--- src/rtl/fetch_pkg.sv ---
// fetch_pkg: shared types and constants for the instruction-fetch stage
package fetch_pkg;
  typedef enum logic [1:0] {IDLE, FETCH, KILL} state_t;
  localparam logic [1:0] PCSRC_BR = 2'b01;
  localparam logic [1:0] PCSRC_JALR = 2'b10;
  localparam logic [31:0] NOP = 32'h0000_0013;
endpackage

--- src/rtl/fetch_if.sv ---
// fetch_if: instruction-memory request/response bus
interface fetch_if #(
  parameter int ADDR_WIDTH = 32,
  parameter int DATA_WIDTH = 32
);
  logic req;
  logic [ADDR_WIDTH-1:0] addr;
  logic rvalid;
  logic [DATA_WIDTH-1:0] rdata;
  modport master (output req, addr, input rvalid, rdata);
  modport slave (input req, addr, output rvalid, rdata);
endinterface

--- src/rtl/if_id_reg.sv ---
// if_id_reg: IF/ID pipeline register with flush > stall > load priority and bubble insertion
module if_id_reg import fetch_pkg::*; #(
  parameter int ADDR_WIDTH = 32,
  parameter int DATA_WIDTH = 32
) (
  input  logic clk,
  input  logic rst,
  input  logic flush,
  input  logic stall,
  input  logic load,
  input  logic [DATA_WIDTH-1:0] instr,
  input  logic [ADDR_WIDTH-1:0] pc,
  output logic [DATA_WIDTH-1:0] instrd,
  output logic [ADDR_WIDTH-1:0] pcd,
  output logic [ADDR_WIDTH-1:0] pcplus4d,
  output logic validd
);
  always_ff @(posedge clk)
    if (!rst) begin
      instrd <= DATA_WIDTH'(NOP);
      pcd <= '0;
      pcplus4d <= '0;
      validd <= 1'b0;
    end else if (flush || (!stall && !load)) begin
      instrd <= DATA_WIDTH'(NOP);
      validd <= 1'b0;
    end else if (!stall) begin
      instrd <= instr;
      pcd <= pc;
      pcplus4d <= pc + ADDR_WIDTH'(4);
      validd <= 1'b1;
    end
endmodule

--- src/rtl/fetch_stage.sv ---
// fetch_stage: fetch PC, instruction-cache request and redirect handling feeding the IF/ID register
module fetch_stage import fetch_pkg::*; #(
  parameter int ADDR_WIDTH = 32,
  parameter int DATA_WIDTH = 32,
  parameter logic [ADDR_WIDTH-1:0] RESET_PC = '0
) (
  input  logic clk,
  input  logic rst,
  input  logic trigger,
  input  logic stallf,
  input  logic stalld,
  input  logic flushd,
  input  logic [1:0] pcsrce,
  input  logic [ADDR_WIDTH-1:0] pctargete,
  input  logic [ADDR_WIDTH-1:0] aluresulte,
  fetch_if.master imem,
  output logic fetch_miss,
  output logic [ADDR_WIDTH-1:0] pcf,
  output logic [DATA_WIDTH-1:0] instrd,
  output logic [ADDR_WIDTH-1:0] pcd,
  output logic [ADDR_WIDTH-1:0] pcplus4d,
  output logic validd
);
  state_t state, state_next;
  logic [ADDR_WIDTH-1:0] pc_next, redir_q, redir_next, target;
  logic redirect;
  assign redirect = pcsrce == PCSRC_BR || pcsrce == PCSRC_JALR;
  assign target = pcsrce == PCSRC_JALR ? aluresulte & ~ADDR_WIDTH'(1) : pctargete;
  assign imem.req = rst && state != IDLE;
  assign imem.addr = pcf;
  assign fetch_miss = imem.req && !imem.rvalid;
  always_comb begin
    state_next = state;
    pc_next = pcf;
    redir_next = redir_q;
    case (state)
      IDLE: state_next = trigger ? FETCH : IDLE;
      FETCH:
        if (redirect && imem.rvalid) pc_next = target;
        else if (redirect) begin
          redir_next = target;
          state_next = KILL;
        end else if (imem.rvalid && !stallf) pc_next = pcf + ADDR_WIDTH'(4);
      KILL: begin
        redir_next = redirect ? target : redir_q;
        pc_next = imem.rvalid ? redir_next : pcf;
        state_next = imem.rvalid ? FETCH : KILL;
      end
      default: state_next = IDLE;
    endcase
  end
  always_ff @(posedge clk)
    if (!rst) begin
      state <= IDLE;
      pcf <= RESET_PC;
      redir_q <= '0;
    end else begin
      state <= state_next;
      pcf <= pc_next;
      redir_q <= redir_next;
    end
  if_id_reg #(.ADDR_WIDTH(ADDR_WIDTH), .DATA_WIDTH(DATA_WIDTH)) u_if_id (
    .clk(clk),
    .rst(rst),
    .flush(flushd),
    .stall(stalld),
    .load(state == FETCH && imem.rvalid),
    .instr(imem.rdata),
    .pc(pcf),
    .instrd(instrd),
    .pcd(pcd),
    .pcplus4d(pcplus4d),
    .validd(validd)
  );
endmodule

--- src/flat_wrapper.sv ---
// flat-port wrapper written by rule: the top's interface ports become plain ports
module fetch_stage_flat import fetch_pkg::*;
#(
  parameter int ADDR_WIDTH = 32,
  parameter int DATA_WIDTH = 32,
  parameter logic [ADDR_WIDTH-1:0] RESET_PC = '0
)
  (clk, rst, trigger, stallf, stalld, flushd, pcsrce, pctargete, aluresulte, fetch_miss, pcf, instrd, pcd, pcplus4d, validd, imem_req, imem_addr, imem_rvalid, imem_rdata);
  fetch_if #(.ADDR_WIDTH(ADDR_WIDTH), .DATA_WIDTH(DATA_WIDTH)) imem_i ();
  input  logic clk;
  input  logic rst;
  input  logic trigger;
  input  logic stallf;
  input  logic stalld;
  input  logic flushd;
  input  logic [1:0] pcsrce;
  input  logic [ADDR_WIDTH-1:0] pctargete;
  input  logic [ADDR_WIDTH-1:0] aluresulte;
  output logic fetch_miss;
  output logic [ADDR_WIDTH-1:0] pcf;
  output logic [DATA_WIDTH-1:0] instrd;
  output logic [ADDR_WIDTH-1:0] pcd;
  output logic [ADDR_WIDTH-1:0] pcplus4d;
  output logic validd;
  output wire logic [$bits(imem_i.req)-1:0] imem_req;
  output wire logic [$bits(imem_i.addr)-1:0] imem_addr;
  input wire logic [$bits(imem_i.rvalid)-1:0] imem_rvalid;
  input wire logic [$bits(imem_i.rdata)-1:0] imem_rdata;
  assign imem_req = imem_i.req;
  assign imem_addr = imem_i.addr;
  assign imem_i.rvalid = imem_rvalid;
  assign imem_i.rdata = imem_rdata;
  fetch_stage #(.ADDR_WIDTH(ADDR_WIDTH), .DATA_WIDTH(DATA_WIDTH), .RESET_PC(RESET_PC)) u_core (.clk(clk), .rst(rst), .trigger(trigger), .stallf(stallf), .stalld(stalld), .flushd(flushd), .pcsrce(pcsrce), .pctargete(pctargete), .aluresulte(aluresulte), .imem(imem_i), .fetch_miss(fetch_miss), .pcf(pcf), .instrd(instrd), .pcd(pcd), .pcplus4d(pcplus4d), .validd(validd));
endmodule
--- config.mk ---
export PLATFORM = sky130hd
export DESIGN_NAME = fetch_stage_flat
export DESIGN_NICKNAME = d
export VERILOG_FILES = /design/src/rtl/fetch_pkg.sv /design/src/rtl/fetch_if.sv /design/src/rtl/if_id_reg.sv /design/src/rtl/fetch_stage.sv /design/src/flat_wrapper.sv
export SDC_FILE = /design/constraint.sdc
export NUM_CORES = 1
export LEC_CHECK = 0
export ABC_AREA = 1
export BUFFER_PORTS_ARGS = -buffer_cell sky130_fd_sc_hd__buf_4
export CORE_MARGIN = 2
export CORE_UTILIZATION = 55
export CTS_BUF_LIST = sky130_fd_sc_hd__clkbuf_16
export CTS_CLUSTER_SIZE = 16
export DETAILED_ROUTE_END_ITERATION = 16
export PLACE_DENSITY = 0.86
export SLEW_MARGIN = 25
export SYNTH_ARGS = -nofsm -noshare
export SYNTH_HDL_FRONTEND = slang
export SYNTH_SLANG_ARGS = --single-unit
--- constraint.sdc ---
create_clock -name clk -period 3.79 [get_ports clk]
set_clock_uncertainty 0.1 [all_clocks]
set_input_delay 0.379 -clock clk [delete_from_list [all_inputs] [get_ports clk]]
set_output_delay 0.379 -clock clk [all_outputs]
set_load 0.01 [all_outputs]
==> results.sh <==
export IMPL_p_per_area_mw_per_mm2=571.4
export IMPL_worstPathCellList="inv_1 > ha_1 > buf_4 > inv_4 > nor2_2 > a21oi_2 > nand2_4 > inv_6 > o21ai_0 > a21oi_1 > nand2_1 > nand2_1 > inv_1"
export IMPL_crit_start="u_core.state[0]$_SDFFE_PN0P_"
export IMPL_die_width_um=125.7
export IMPL_whs_ps=68.90
export IMPL_clock_fmax_ghz=0.3741
export IMPL_leakage_nw=4.798
export IMPL_yosys_register_bits=161
export IMPL_cts_tree="done"
export IMPL_dr_first_iter_drc_count=850
export IMPL_syn_area_per_cell_um2=6.993
export IMPL_multi_input_area_mm2=0.004001
export IMPL_drv_slew=0
export IMPL_ys_async_sr_fraction_pct=0
export IMPL_synth_top_cell_by_area="dfxtp_1"
export IMPL_grt_pass1_vias=7403
export IMPL_cp_end_kind="flop"
export IMPL_cap_violations=0
export IMPL_via_per_inst=5.466
export IMPL_core_mm2=0.01448
export IMPL_dp_cells=1519
export IMPL_max_stage_delay_ps=370
export IMPL_synth_top_area_share_pct=39.59
export IMPL_antenna_found_initial=0
export IMPL_min_path_type="in2reg"
export IMPL_cp_max_fo=53
export IMPL_final_hold_viol_count=0
export IMPL_crit_path_start_kind="flop"
export IMPL_p_sw_w=0.002171
export IMPL_synth_warnings=0
export IMPL_area_growth_pct=27.61
export IMPL_ctsHoldBuffers=0
export IMPL_hpwl_mm=17.11
export IMPL_ff2ff_path_depth=13
export IMPL_io_pins=268
export IMPL_die_y_um=125.7
export IMPL_rr_startpoint="u_core.state[0]$_SDFFE_PN0P_"
export IMPL_critPathKind="reg2reg"
export IMPL_fillCellCount=1171
export IMPL_cts_buffer_depth=2
export IMPL_h_tree_depth=4
export IMPL_vias=8477
export IMPL_path_delay_family="buffers and inverters"
export IMPL_yosysSeqAreaShare_pct=39.59
export IMPL_path_buf_inv=5
export IMPL_post_cts_setup_buffers=0
export IMPL_ys_flop_type="dfxtp_1"
export IMPL_drive_gt1_share_pct=26.48
export IMPL_cts_clk_slew_worst_paths_ps=60
export IMPL_cts_resized=0
export IMPL_firstDrtPassIters=5
export IMPL_r2r_slack_ps=1120
export IMPL_start_util_pct=56.22
export IMPL_num_antenna_cells=0
export IMPL_routed_wl_mm=24.41
export IMPL_grt_max_degree=94
export IMPL_rows=44
export IMPL_syn_nets=1275
export IMPL_switching_share_pct=36.58
export IMPL_min_period_ps=2673
export IMPL_final_common_cell="buf_4"
export IMPL_p_seq_share_pct=39.1
export IMPL_syn_inst=1164
export IMPL_final_cell_mix="buf_4 (272), nand2_1 (243), dfxtp_1 (161)"
export IMPL_combinationalPowerShare_pct=31.5
export IMPL_period_share_pct=70.54
export IMPL_grt_usage_pct=29.96
export IMPL_setup_tns_ps=0
export IMPL_grt_pass1_wl_mm=38.09
export IMPL_cp_num_cells=13
export IMPL_ys_types=43
export IMPL_setup_violations=0
export IMPL_gp_congestion=0.9196
export IMPL_ys_top_cells_by_area="dfxtp_1 (40%), nand2_1 (11%), o21ai_0 (9.2%)"
export IMPL_tightest_slew_ps=807.6
export IMPL_ff_latch_area_mm2=0.003223
export IMPL_critPathSlowestCell="dfxtp_1"
export IMPL_drc=0
export IMPL_synth_edff_count=0
export IMPL_cts_sinks=161
export IMPL_syn_area_mm2=0.008140
export IMPL_dieArea_mm2=0.01579
export IMPL_peakVddDrop_v=0.0003653
export IMPL_ant_nets=0
export IMPL_clock_root_buffer="clkbuf_16"
export IMPL_internal_power_w=0.003765
export IMPL_relSlewSlack_pct=46.16
export IMPL_portBuffers=266
export IMPL_cp_required_ps=4030
export IMPL_wl_per_cell_um=15.74
export IMPL_clk_latency_ps=440
export IMPL_gr_total_overflow=0
export IMPL_p_clk_share_pct=29.4
export IMPL_cp_data_arrival_time_ps=2910
export IMPL_cts_buffers=17
export IMPL_layout_nets=1465
export IMPL_crit_path_end="u_core.imem.addr[6]$_SDFFE_PN0P_"
export IMPL_rsz0062_at_grt="no"
export IMPL_r2r_end="u_core.imem.addr[6]$_SDFFE_PN0P_"
export IMPL_outcome="finished, final reports clean"
export IMPL_instances_no_fill=1551
==> registers in the layout, indices dropped and copies added, names as in the netlist <==
signal	count
u_core.redir_q	32
u_core.imem.addr	32
u_core.u_if_id.validd	1
u_core.u_if_id.pcplus4d	30
u_core.u_if_id.instrd	32
u_core.u_if_id.pcd	32
u_core.state	2
==> worst min-delay path by stage <==
| stage | slack, ps | start | cells past startpoint | endpoint |
|---|---|---|---|---|
| after floorplan | 360 | u_core.redir_q[6]$_SDFFE_PN0P_ | 2 | u_core.redir_q[6]$_SDFFE_PN0P_ |
| after global placement | 340 | u_core.u_if_id.instrd[31]$_SDFFE_PP0N_ | 2 | u_core.u_if_id.instrd[31]$_SDFFE_PP0N_ |
| after detailed placement | 360 | u_core.u_if_id.instrd[7]$_SDFFE_PP0N_ | 2 | u_core.u_if_id.instrd[7]$_SDFFE_PP0N_ |
| after CTS | 50 | imem_rdata[1] | 3 | u_core.u_if_id.instrd[1]$_SDFFE_PP1N_ |
| after global routing | 70 | imem_rdata[1] | 3 | u_core.u_if_id.instrd[1]$_SDFFE_PP1N_ |
| final | 70 | imem_rdata[1] | 3 | u_core.u_if_id.instrd[1]$_SDFFE_PP1N_ |
==> tightest hold or removal path, cell delays in order <==
cell     delay, ps
buf_4           80
nand2_1         40
nand3_1         70
==> synthesized netlist by cell type, types with 6 or more instances <==
library cell	number
ha_1	6
o21ai_0	149
a21oi_1	113
nor2_1	149
nand2_1	244
inv_2	6
nand3_1	39
o21ai_1	25
nor2_4	7
dfxtp_1	161
inv_1	67
buf_2	16
or2_2	20
xor2_1	10
nand3b_1	8
buf_4	40
nand2_4	6
clkbuf_1	32
buf_6	8
mux2i_1	6
o211ai_1	10
nor2_2	6
==> cell families after synthesis <==
logic type	synth area share, %
flops	39.59
mux	0.7378
compound gates	19.83
simple gates	26.35
fa+ha+maj	0.9222
buf+inv	11.28
xor+xnor	1.291
==> power groups by stage <==
| stage | registers, W | logic (W) | clock network (W) |
|---|---|---|---|
| 2_1_floorplan | 0.00228 | 0.00122 | 0 |
| 3_3_place_gp | 0.00233 | 0.00179 | 0 |
| 3_5_place_dp | 0.00234 | 0.00183 | 0 |
| 4_1_cts | 0.00231 | 0.00185 | 0.00175 |
| 5_1_grt | 0.00235 | 0.00204 | 0.00184 |
| 6_report | 0.00232 | 0.00187 | 0.00175 |
==> routing by layer <==
| layer | share of wire, % | up-vias | wire length (um) | track usage (%) |
|---|---|---|---|---|
| met2 | 46 | 397 | 11340 | 46.84 |
| met4 | 2.2 | 0 | 527 | 9.542 |
| li1 | - | 4144 | - | - |
| met3 | 9.3 | 43 | 2279 | 7.009 |
| met5 | 0 | - | 0 | 0 |
| met1 | 42 | 3893 | 10260 | 41.24 |
==> stage by stage <==
stage	cell area [um2]	utilization (%)	power, W	setup slack, ps
after detailed placement	9792	67.63	0.004173	1083
final	10390	71.74	0.005936	1117
after CTS	10390	71.72	0.005905	1175
after floorplan	8140	-	0.003504	1987
after global routing	10390	71.74	0.006232	955.5
after global placement	9792	67.63	0.004125	1095
==> area by class of cell <==
class | instances | share of cell area, %
sequential | 161 | 31.03
clock inverter | 15 | 1.614
clock buffer | 17 | 4.095
inverter | 76 | 2.867
multi-input combinational | 826 | 38.52
timing repair buffer | 272 | 19.66
tap | 184 | 2.216
Power figures use the tool's default switching activity.
